### config.mk
export PLATFORM = sky130hd
export DESIGN_NAME = muldiv_unit_flat
export DESIGN_NICKNAME = d
export VERILOG_FILES = /design/src/rtl/muldiv_unit_pkg.sv /design/src/rtl/muldiv_unit_if.sv /design/src/rtl/muldiv_step.sv /design/src/rtl/muldiv_unit.sv /design/src/flat_wrapper.sv
export SDC_FILE = /design/constraint.sdc
export NUM_CORES = 1
export LEC_CHECK = 0
export ABC_AREA = 1
export BUFFER_PORTS_ARGS = -buffer_cell sky130_fd_sc_hd__buf_2
export CAP_MARGIN = 20
export CORE_MARGIN = 4
export CORE_UTILIZATION = 50
export DETAILED_ROUTE_END_ITERATION = 6
export MAX_ROUTING_LAYER = met4
export PLACE_DENSITY = 0.69
export SLEW_MARGIN = 5
export SYNTH_ARGS = -nofsm -noshare
export SYNTH_HDL_FRONTEND = slang
export SYNTH_SLANG_ARGS = --single-unit
### constraint.sdc
create_clock -name clk -period 8 [get_ports clk]
set_input_delay 0.8 -clock clk [delete_from_list [all_inputs] [get_ports clk]]
set_output_delay 0.8 -clock clk [all_outputs]
set_load 0.01 [all_outputs]
### src/rtl/muldiv_unit_pkg.sv
// rtl/muldiv_unit_pkg.sv - shared MIPS definitions: ALU control, mul/div op and state codes
package muldiv_unit_pkg;

    typedef enum logic [3:0] {
        ALU_AND = 4'b0000,
        ALU_OR  = 4'b0001,
        ALU_ADD = 4'b0010,
        ALU_XOR = 4'b0011,
        ALU_NOR = 4'b0100,
        ALU_SUB = 4'b0110,
        ALU_SLT = 4'b0111,
        ALU_SLL = 4'b1000,
        ALU_SRL = 4'b1001,
        ALU_SRA = 4'b1010
    } aluCtrl_t;

    localparam logic [1:0] OP_MULT  = 2'b00;
    localparam logic [1:0] OP_MULTU = 2'b01;
    localparam logic [1:0] OP_DIV   = 2'b10;
    localparam logic [1:0] OP_DIVU  = 2'b11;

    localparam logic [1:0] ST_IDLE = 2'b00;
    localparam logic [1:0] ST_RUN  = 2'b01;
    localparam logic [1:0] ST_FIX  = 2'b10;

    // MULT and DIV are the signed flavours (op[0] clear)
    function automatic logic isSignedOp(input logic [1:0] op);
        return !op[0];
    endfunction

endpackage

### src/rtl/muldiv_unit_if.sv
// rtl/muldiv_unit_if.sv - pipeline-side request/result bundle of the mul/div unit
interface muldiv_unit_if #(parameter int WIDTH = 32);
    logic             start;
    logic [1:0]       op;
    logic [WIDTH-1:0] srca;
    logic [WIDTH-1:0] srcb;
    logic             flush;
    logic             mthi;
    logic             mtlo;
    logic [WIDTH-1:0] wdata;
    logic [WIDTH-1:0] hi;
    logic [WIDTH-1:0] lo;
    logic             busy;
    logic             done;

    modport master (
        output start, op, srca, srcb, flush, mthi, mtlo, wdata,
        input  hi, lo, busy, done
    );

    modport slave (
        input  start, op, srca, srcb, flush, mthi, mtlo, wdata,
        output hi, lo, busy, done
    );
endinterface

### src/rtl/muldiv_step.sv
// rtl/muldiv_step.sv - one radix-2 shift-add / restoring-subtract iteration
module muldiv_step #(parameter int WIDTH = 32) (
    input  logic             isDiv,
    input  logic [WIDTH-1:0] accHi,
    input  logic [WIDTH-1:0] accLo,
    input  logic [WIDTH-1:0] operand,
    output logic [WIDTH-1:0] nextHi,
    output logic [WIDTH-1:0] nextLo
);
    logic [WIDTH:0]   sum;
    logic [WIDTH:0]   shifted;
    logic [WIDTH-1:0] diff;
    logic             geq;

    // Multiply: add multiplicand on LSB of accLo, shift {carry,accHi,accLo} right.
    // Divide: shift {accHi,accLo} left one bit, keep the subtraction when it does not borrow.
    always_comb begin
        sum     = {1'b0, accHi} + (accLo[0] ? {1'b0, operand} : '0);
        shifted = {accHi, accLo[WIDTH-1]};
        geq     = (shifted >= {1'b0, operand});
        diff    = shifted[WIDTH-1:0] - operand;
        if (isDiv) begin
            nextHi = geq ? diff : shifted[WIDTH-1:0];
            nextLo = {accLo[WIDTH-2:0], geq};
        end else begin
            nextHi = sum[WIDTH:1];
            nextLo = {sum[0], accLo[WIDTH-1:1]};
        end
    end
endmodule

### src/rtl/muldiv_unit.sv
// rtl/muldiv_unit.sv - iterative MIPS HI/LO multiply/divide unit
module muldiv_unit
    import muldiv_unit_pkg::*;
#(
    parameter int WIDTH = 32
) (
    input logic          clk,
    input logic          rst,
    muldiv_unit_if.slave bus
);
    localparam int CW = $clog2(WIDTH + 1);

    logic [1:0]         state;
    logic [CW-1:0]      count;
    logic [1:0]         opReg;
    logic               signA;
    logic               signB;
    logic               divZero;
    logic [WIDTH-1:0]   dividendRaw;
    logic [WIDTH-1:0]   operand;
    logic [WIDTH-1:0]   accHi;
    logic [WIDTH-1:0]   accLo;
    logic [WIDTH-1:0]   stepHi;
    logic [WIDTH-1:0]   stepLo;
    logic [WIDTH-1:0]   hiReg;
    logic [WIDTH-1:0]   loReg;
    logic               busyReg;
    logic               doneReg;
    logic [WIDTH-1:0]   absA;
    logic [WIDTH-1:0]   absB;
    logic               negA;
    logic               negB;
    logic [2*WIDTH-1:0] product;
    logic [WIDTH-1:0]   fixHi;
    logic [WIDTH-1:0]   fixLo;

    muldiv_step #(.WIDTH(WIDTH)) uStep (
        .isDiv   (opReg[1]),
        .accHi   (accHi),
        .accLo   (accLo),
        .operand (operand),
        .nextHi  (stepHi),
        .nextLo  (stepLo)
    );

    // Operand magnitudes for the iteration; unsigned ops pass straight through
    always_comb begin
        negA = isSignedOp(bus.op) & bus.srca[WIDTH-1];
        negB = isSignedOp(bus.op) & bus.srcb[WIDTH-1];
        absA = negA ? -bus.srca : bus.srca;
        absB = negB ? -bus.srcb : bus.srcb;
    end

    // Sign fix-up of the magnitude result; divide by zero returns the raw dividend
    always_comb begin
        fixHi   = accHi;
        fixLo   = accLo;
        product = {accHi, accLo};
        if (!opReg[1]) begin
            if (signA ^ signB) product = -product;
            fixHi = product[2*WIDTH-1:WIDTH];
            fixLo = product[WIDTH-1:0];
        end else if (divZero) begin
            fixHi = dividendRaw;
            fixLo = '1;
        end else begin
            if (signA ^ signB) fixLo = -accLo;
            if (signA) fixHi = -accHi;
        end
    end

    // Control FSM, iteration counter, accumulators and architectural HI/LO
    always_ff @(posedge clk) begin
        if (rst) begin
            state   <= ST_IDLE;
            count   <= '0;
            hiReg   <= '0;
            loReg   <= '0;
            busyReg <= 1'b0;
            doneReg <= 1'b0;
        end else begin
            doneReg <= 1'b0;
            case (state)
                ST_IDLE: begin
                    if (bus.start && !bus.flush) begin
                        opReg       <= bus.op;
                        signA       <= negA;
                        signB       <= negB;
                        divZero     <= (bus.srcb == '0);
                        dividendRaw <= bus.srca;
                        accHi       <= '0;
                        accLo       <= bus.op[1] ? absA : absB;
                        operand     <= bus.op[1] ? absB : absA;
                        count       <= CW'(WIDTH);
                        state       <= ST_RUN;
                        busyReg     <= 1'b1;
                    end else begin
                        if (bus.mthi) hiReg <= bus.wdata;
                        if (bus.mtlo) loReg <= bus.wdata;
                    end
                end
                ST_RUN: begin
                    if (bus.flush) begin
                        state   <= ST_IDLE;
                        busyReg <= 1'b0;
                    end else begin
                        accHi <= stepHi;
                        accLo <= stepLo;
                        count <= count - CW'(1);
                        if (count == CW'(1)) state <= ST_FIX;
                    end
                end
                ST_FIX: begin
                    state   <= ST_IDLE;
                    busyReg <= 1'b0;
                    if (!bus.flush) begin
                        hiReg   <= fixHi;
                        loReg   <= fixLo;
                        doneReg <= 1'b1;
                    end
                end
                default: begin
                    state   <= ST_IDLE;
                    busyReg <= 1'b0;
                end
            endcase
        end
    end

    assign bus.hi   = hiReg;
    assign bus.lo   = loReg;
    assign bus.busy = busyReg;
    assign bus.done = doneReg;
endmodule

### src/flat_wrapper.sv
// flat-port wrapper written by rule: the top's interface ports become plain ports
module muldiv_unit_flat import muldiv_unit_pkg::*;
#(
    parameter int WIDTH = 32
)
  (clk, rst, bus_start, bus_op, bus_srca, bus_srcb, bus_flush, bus_mthi, bus_mtlo, bus_wdata, bus_hi, bus_lo, bus_busy, bus_done);
  muldiv_unit_if #(.WIDTH(WIDTH)) bus_i ();
  input logic clk;
  input logic rst;
  input wire logic [$bits(bus_i.start)-1:0] bus_start;
  input wire logic [$bits(bus_i.op)-1:0] bus_op;
  input wire logic [$bits(bus_i.srca)-1:0] bus_srca;
  input wire logic [$bits(bus_i.srcb)-1:0] bus_srcb;
  input wire logic [$bits(bus_i.flush)-1:0] bus_flush;
  input wire logic [$bits(bus_i.mthi)-1:0] bus_mthi;
  input wire logic [$bits(bus_i.mtlo)-1:0] bus_mtlo;
  input wire logic [$bits(bus_i.wdata)-1:0] bus_wdata;
  output wire logic [$bits(bus_i.hi)-1:0] bus_hi;
  output wire logic [$bits(bus_i.lo)-1:0] bus_lo;
  output wire logic [$bits(bus_i.busy)-1:0] bus_busy;
  output wire logic [$bits(bus_i.done)-1:0] bus_done;
  assign bus_i.start = bus_start;
  assign bus_i.op = bus_op;
  assign bus_i.srca = bus_srca;
  assign bus_i.srcb = bus_srcb;
  assign bus_i.flush = bus_flush;
  assign bus_i.mthi = bus_mthi;
  assign bus_i.mtlo = bus_mtlo;
  assign bus_i.wdata = bus_wdata;
  assign bus_hi = bus_i.hi;
  assign bus_lo = bus_i.lo;
  assign bus_busy = bus_i.busy;
  assign bus_done = bus_i.done;
  muldiv_unit #(.WIDTH(WIDTH)) u_core (.clk(clk), .rst(rst), .bus(bus_i));
endmodule
==> flow_summary_export.csv <==
group,metric,value,unit
run_status,outcome,"finished, violations left",
run_status,violations,"design-rule violations",
clock_network,post_cts_buffers,0,
global_routing,gr-total-overflow,0,
critical_path,crit_end,"u_core.accHi[19]$_SDFFCE_PN0P_",
placed_design,port_buffers,169,
clock_network,hold_buffers,0,
global_routing,grt_max_degree,79,
global_routing,grt_pass1_vias,20800,
critical_path,r2r_start,"u_core.accLo[0]$_DFFE_PP_",
clock_network,numCtsBuffers,25,
route,drt-pass1-iter-count,7,
layout,nets,3489,
synthesis,synth_cell_types,53,
synthesis,synth-edff-count,132,
clock_network,clockBufferDepth,3,
synthesis,syn_area,19400,µm²
route,drt_wl_total,84200,µm
pwr,p_sw,1.15,mW
critical_path,cp_num_buf_inv,3,
worst_hold_path,worstHoldPathCells,2,
synthesis,synthArstFlopShare,0,%
synthesis,syn_avg_cell_area,6.06,µm²
layout,final_common_cell,"nand2_1",
timing,hold_violations,0,
critical_path,cp.arrival,3.89,ns
timing,min_period,3.57,ns
placed_design,dpl-instance-area,20600,µm²
job,max_cap_viol_count,0,
route,dr_total_vias,22800,
pwr,powerDensity,157,nW/µm²
floorplanning,die-area,42100,µm²
critical_path,setup.worst_path.class,"flip-flop to flip-flop",
floorplanning,dieHeight,205,µm
synthesis,ys_seq_elements,206,
critical_path,reg2regPathDepth,18,
critical_path,crit_top_cell,"nand2_1",
pwr,intPower,2.23,mW
route,via_per_inst,5.92,
placed_design,gp_congestion,1.05,
synthesis,synth_ff_type,"edfxtp_1",
timing,maxSlewHeadroom,26.0,%
worst_hold_path,worstHoldStart,"u_core.bus.busy$_SDFFE_PP0P_",
worst_hold_path,min_path_type,"flip-flop to flip-flop",
layout,layout_common_cells,"nand2_1, inv_1, nor2_1",
clock_network,clock-sinks,206,
critical_path,worst_setup_path_start_kind,"flip-flop",
critical_path,reg2reg_slack,4.43,ns
timing,max_freq,280,MHz
pwr,power_frac_clock,38.0,%
pwr,comb_power_share,23.7,%
pwr,power_frac_seq,38.4,%
critical_path,cpLargestDelayFamily,"simple AND/OR/NAND/NOR gates",
timing,grt_setup_unrepaired,"false",
floorplanning,fp-row-count,71,
clock_network,ctsResizeCount,0,
critical_path,path_cells,"buf_4 -> nand2_1 -> inv_1 -> ha_1 -> fa_1 -> nand3_1 -> nand2_1 -> nand2_1 -> nand3_1 -> nand2_1 -> nand2_1 -> nand2_1 -> nand2_1 -> nand2_1 -> nand3_1 -> nand3_1 -> nand2_1 -> inv_1",
clock_network,clk_latency,0.56,ns
pwr,vdd_drop_max,0.167,mV
clock_network,path_clk_slew,0.06,ns
critical_path,cp.required,8.32,ns
global_routing,grt_pass1_wl,125000,µm
floorplanning,start_util,51.1,%
layout,post-route-util,56.6,%
clock_network,cts_tree,"built",
placed_design,dp_hpwl,66400,µm
timing,drv_slew,0,
timing,setup_viol,0,
floorplanning,coreArea,38000,µm²
clock_network,root_buffer,"clkbuf_16",
route,drc,12,
layout,layout-drive-gt1-share,8.73,%
layout,design_area,21500,µm²
clock_network,cts_max_level,1,
critical_path,path_max_fanout,32,
critical_path,r2r-end,"u_core.accHi[19]$_SDFFCE_PN0P_",
synthesis,ys_seq_area_share,28.0,%
placed_design,dp_cells,3796,
pwr,p_leak,10.6,nW
route,drt-wirelength-per-cell,21.9,µm
route,drtIter0Drc,2981,
floorplanning,io_pins,170,
global_routing,grt_usage,39.7,%
critical_path,crit_cells,18,
timing,worst_pin_slew,1.11,ns
critical_path,critical_path.startpoint,"u_core.accLo[0]$_DFFE_PP_",
layout,instances_no_fill,3844,
synthesis,syn-num-nets,3384,
layout,area_growth,10.7,%
global_routing,antenna_found_initial,1,
critical_path,cpMaxStageDelayCell,"edfxtp_1",
timing,skew,0.0180,ns
critical_path,cpPeakStageDelay,0.65,ns
route,drtAntennaViolNets,0,
critical_path,worstSetupEndpointType,"flip-flop",
synthesis,netlist_instances,3208,
synthesis,yosys_warnings,0,
timing,finalSetupTns,0,ns
pwr,p_sw_share,34.1,%
floorplanning,die_w,205,µm
timing,fin_crit_sh,44.7,%
## flip-flops by register name (all words and copies together) (netlist names)
signal              count
u_core.count            6
u_core.accHi           32
u_core.bus.hi          32
u_core.accLo           32
u_core.divZero          1
u_core.bus.busy         1
u_core.bus.lo          32
u_core.signA            1
u_core.opReg            1
u_core.signB            1
u_core.dividendRaw     32
u_core.bus.done         1
u_core.state            2
u_core.operand         32
## worst min-delay path, delay by kind of cell (launching register included)
kind               cells  cell delay, ns
AOI/OAI and AO/OA      1            0.05
DFF                    1            0.30
and+or+nand+nor        1            0.06
## worst min-delay path by stage
stage                                      end  slack (ns)
3_3_place_gp      u_core.bus.busy$_SDFFE_PP0P_        0.45
4_1_cts        u_core.dividendRaw[1]$_DFFE_PP_        0.45
6_report          u_core.bus.busy$_SDFFE_PP0P_        0.46
2_1_floorplan     u_core.count[0]$_SDFFE_PP0P_        0.45
3_5_place_dp      u_core.bus.busy$_SDFFE_PP0P_        0.45
5_1_grt        u_core.dividendRaw[1]$_DFFE_PP_        0.45
## cells in the mapped netlist, types with 7 or more instances
library cell / n / area, µm²
ha_1: 70 / 876
o21ai_0: 250 / 1250
or2_2: 11 / 68.8
nor2_2: 9 / 56.3
a31oi_1: 15 / 93.8
dfxtp_1: 74 / 1480
nand2_2: 11 / 68.8
o21a_1: 10 / 75.1
o211ai_1: 10 / 75.1
edfxtp_1: 132 / 3960
inv_1: 407 / 1530
a21oi_1: 246 / 1230
nand3b_1: 19 / 143
buf_1: 9 / 33.8
inv_2: 8 / 30.0
nand3_1: 274 / 1370
clkbuf_1: 73 / 274
nand2_1: 990 / 3720
nor2_1: 347 / 1300
o22ai_1: 8 / 50.1
nand4_1: 32 / 200
nor3_1: 36 / 180
o21bai_1: 7 / 52.6
xor2_1: 73 / 639
buf_2: 21 / 105
## layer usage
layer	share of wire (%)	vias up	global-route usage (%)	routed length, µm
met2	42	1437	58.7	35800
met1	41	10500	53.6	34100
met5	0	-	-	0
met3	12	218	9.12	10500
met4	4.6	0	13.8	3830
li1	-	10600	-	-
## power groups by stage
stage                     clock network (mW)  logic [mW]  registers, mW
after floorplan                            0       0.500           1.29
after global placement                     0       0.764           1.31
after detailed placement                   0       0.774           1.31
after CTS                               1.28       0.778           1.29
after global routing                    1.33       0.878           1.30
final                                   1.28       0.800           1.30
## kinds of logic after synthesis
group | after synthesis | synth area share [%]
AO/OA/AOI/OAI | 566 | 15.3
XOR/XNOR | 78 | 3.52
adder cells (fa/ha/maj) | 72 | 4.71
buffers and inverters | 530 | 10.6
flip-flops | 206 | 28.0
multiplexers | 1 | 0.0515
AND/OR/NAND/NOR | 1755 | 37.7
## area by class of cell
| type | count | area (µm²) |
|---|---|---|
| flip-flops and latches | 206 | 5450 |
| clock buffers | 30 | 674 |
| fillers | 3920 | 16500 |
| inverters | 421 | 1580 |
| well taps | 511 | 639 |
| clock inverters | 16 | 231 |
| repair buffers | 187 | 993 |
| diodes | 1 | 2.50 |
| multi-input cells | 2472 | 11900 |
## stage by stage
| step | setup slack, ns | total power, mW | hold WS, ns |
|---|---|---|---|
| 2_1_floorplan | 1.99 | 1.79 | 0.454 |
| 3_5_place_dp | 4.41 | 2.09 | 0.450 |
| 3_3_place_gp | 4.44 | 2.07 | 0.446 |
| 5_1_grt | 4.39 | 3.50 | 0.449 |
| 6_report | 4.43 | 3.38 | 0.457 |
| 4_1_cts | 4.42 | 3.35 | 0.447 |
Power figures use the tool's default switching activity.
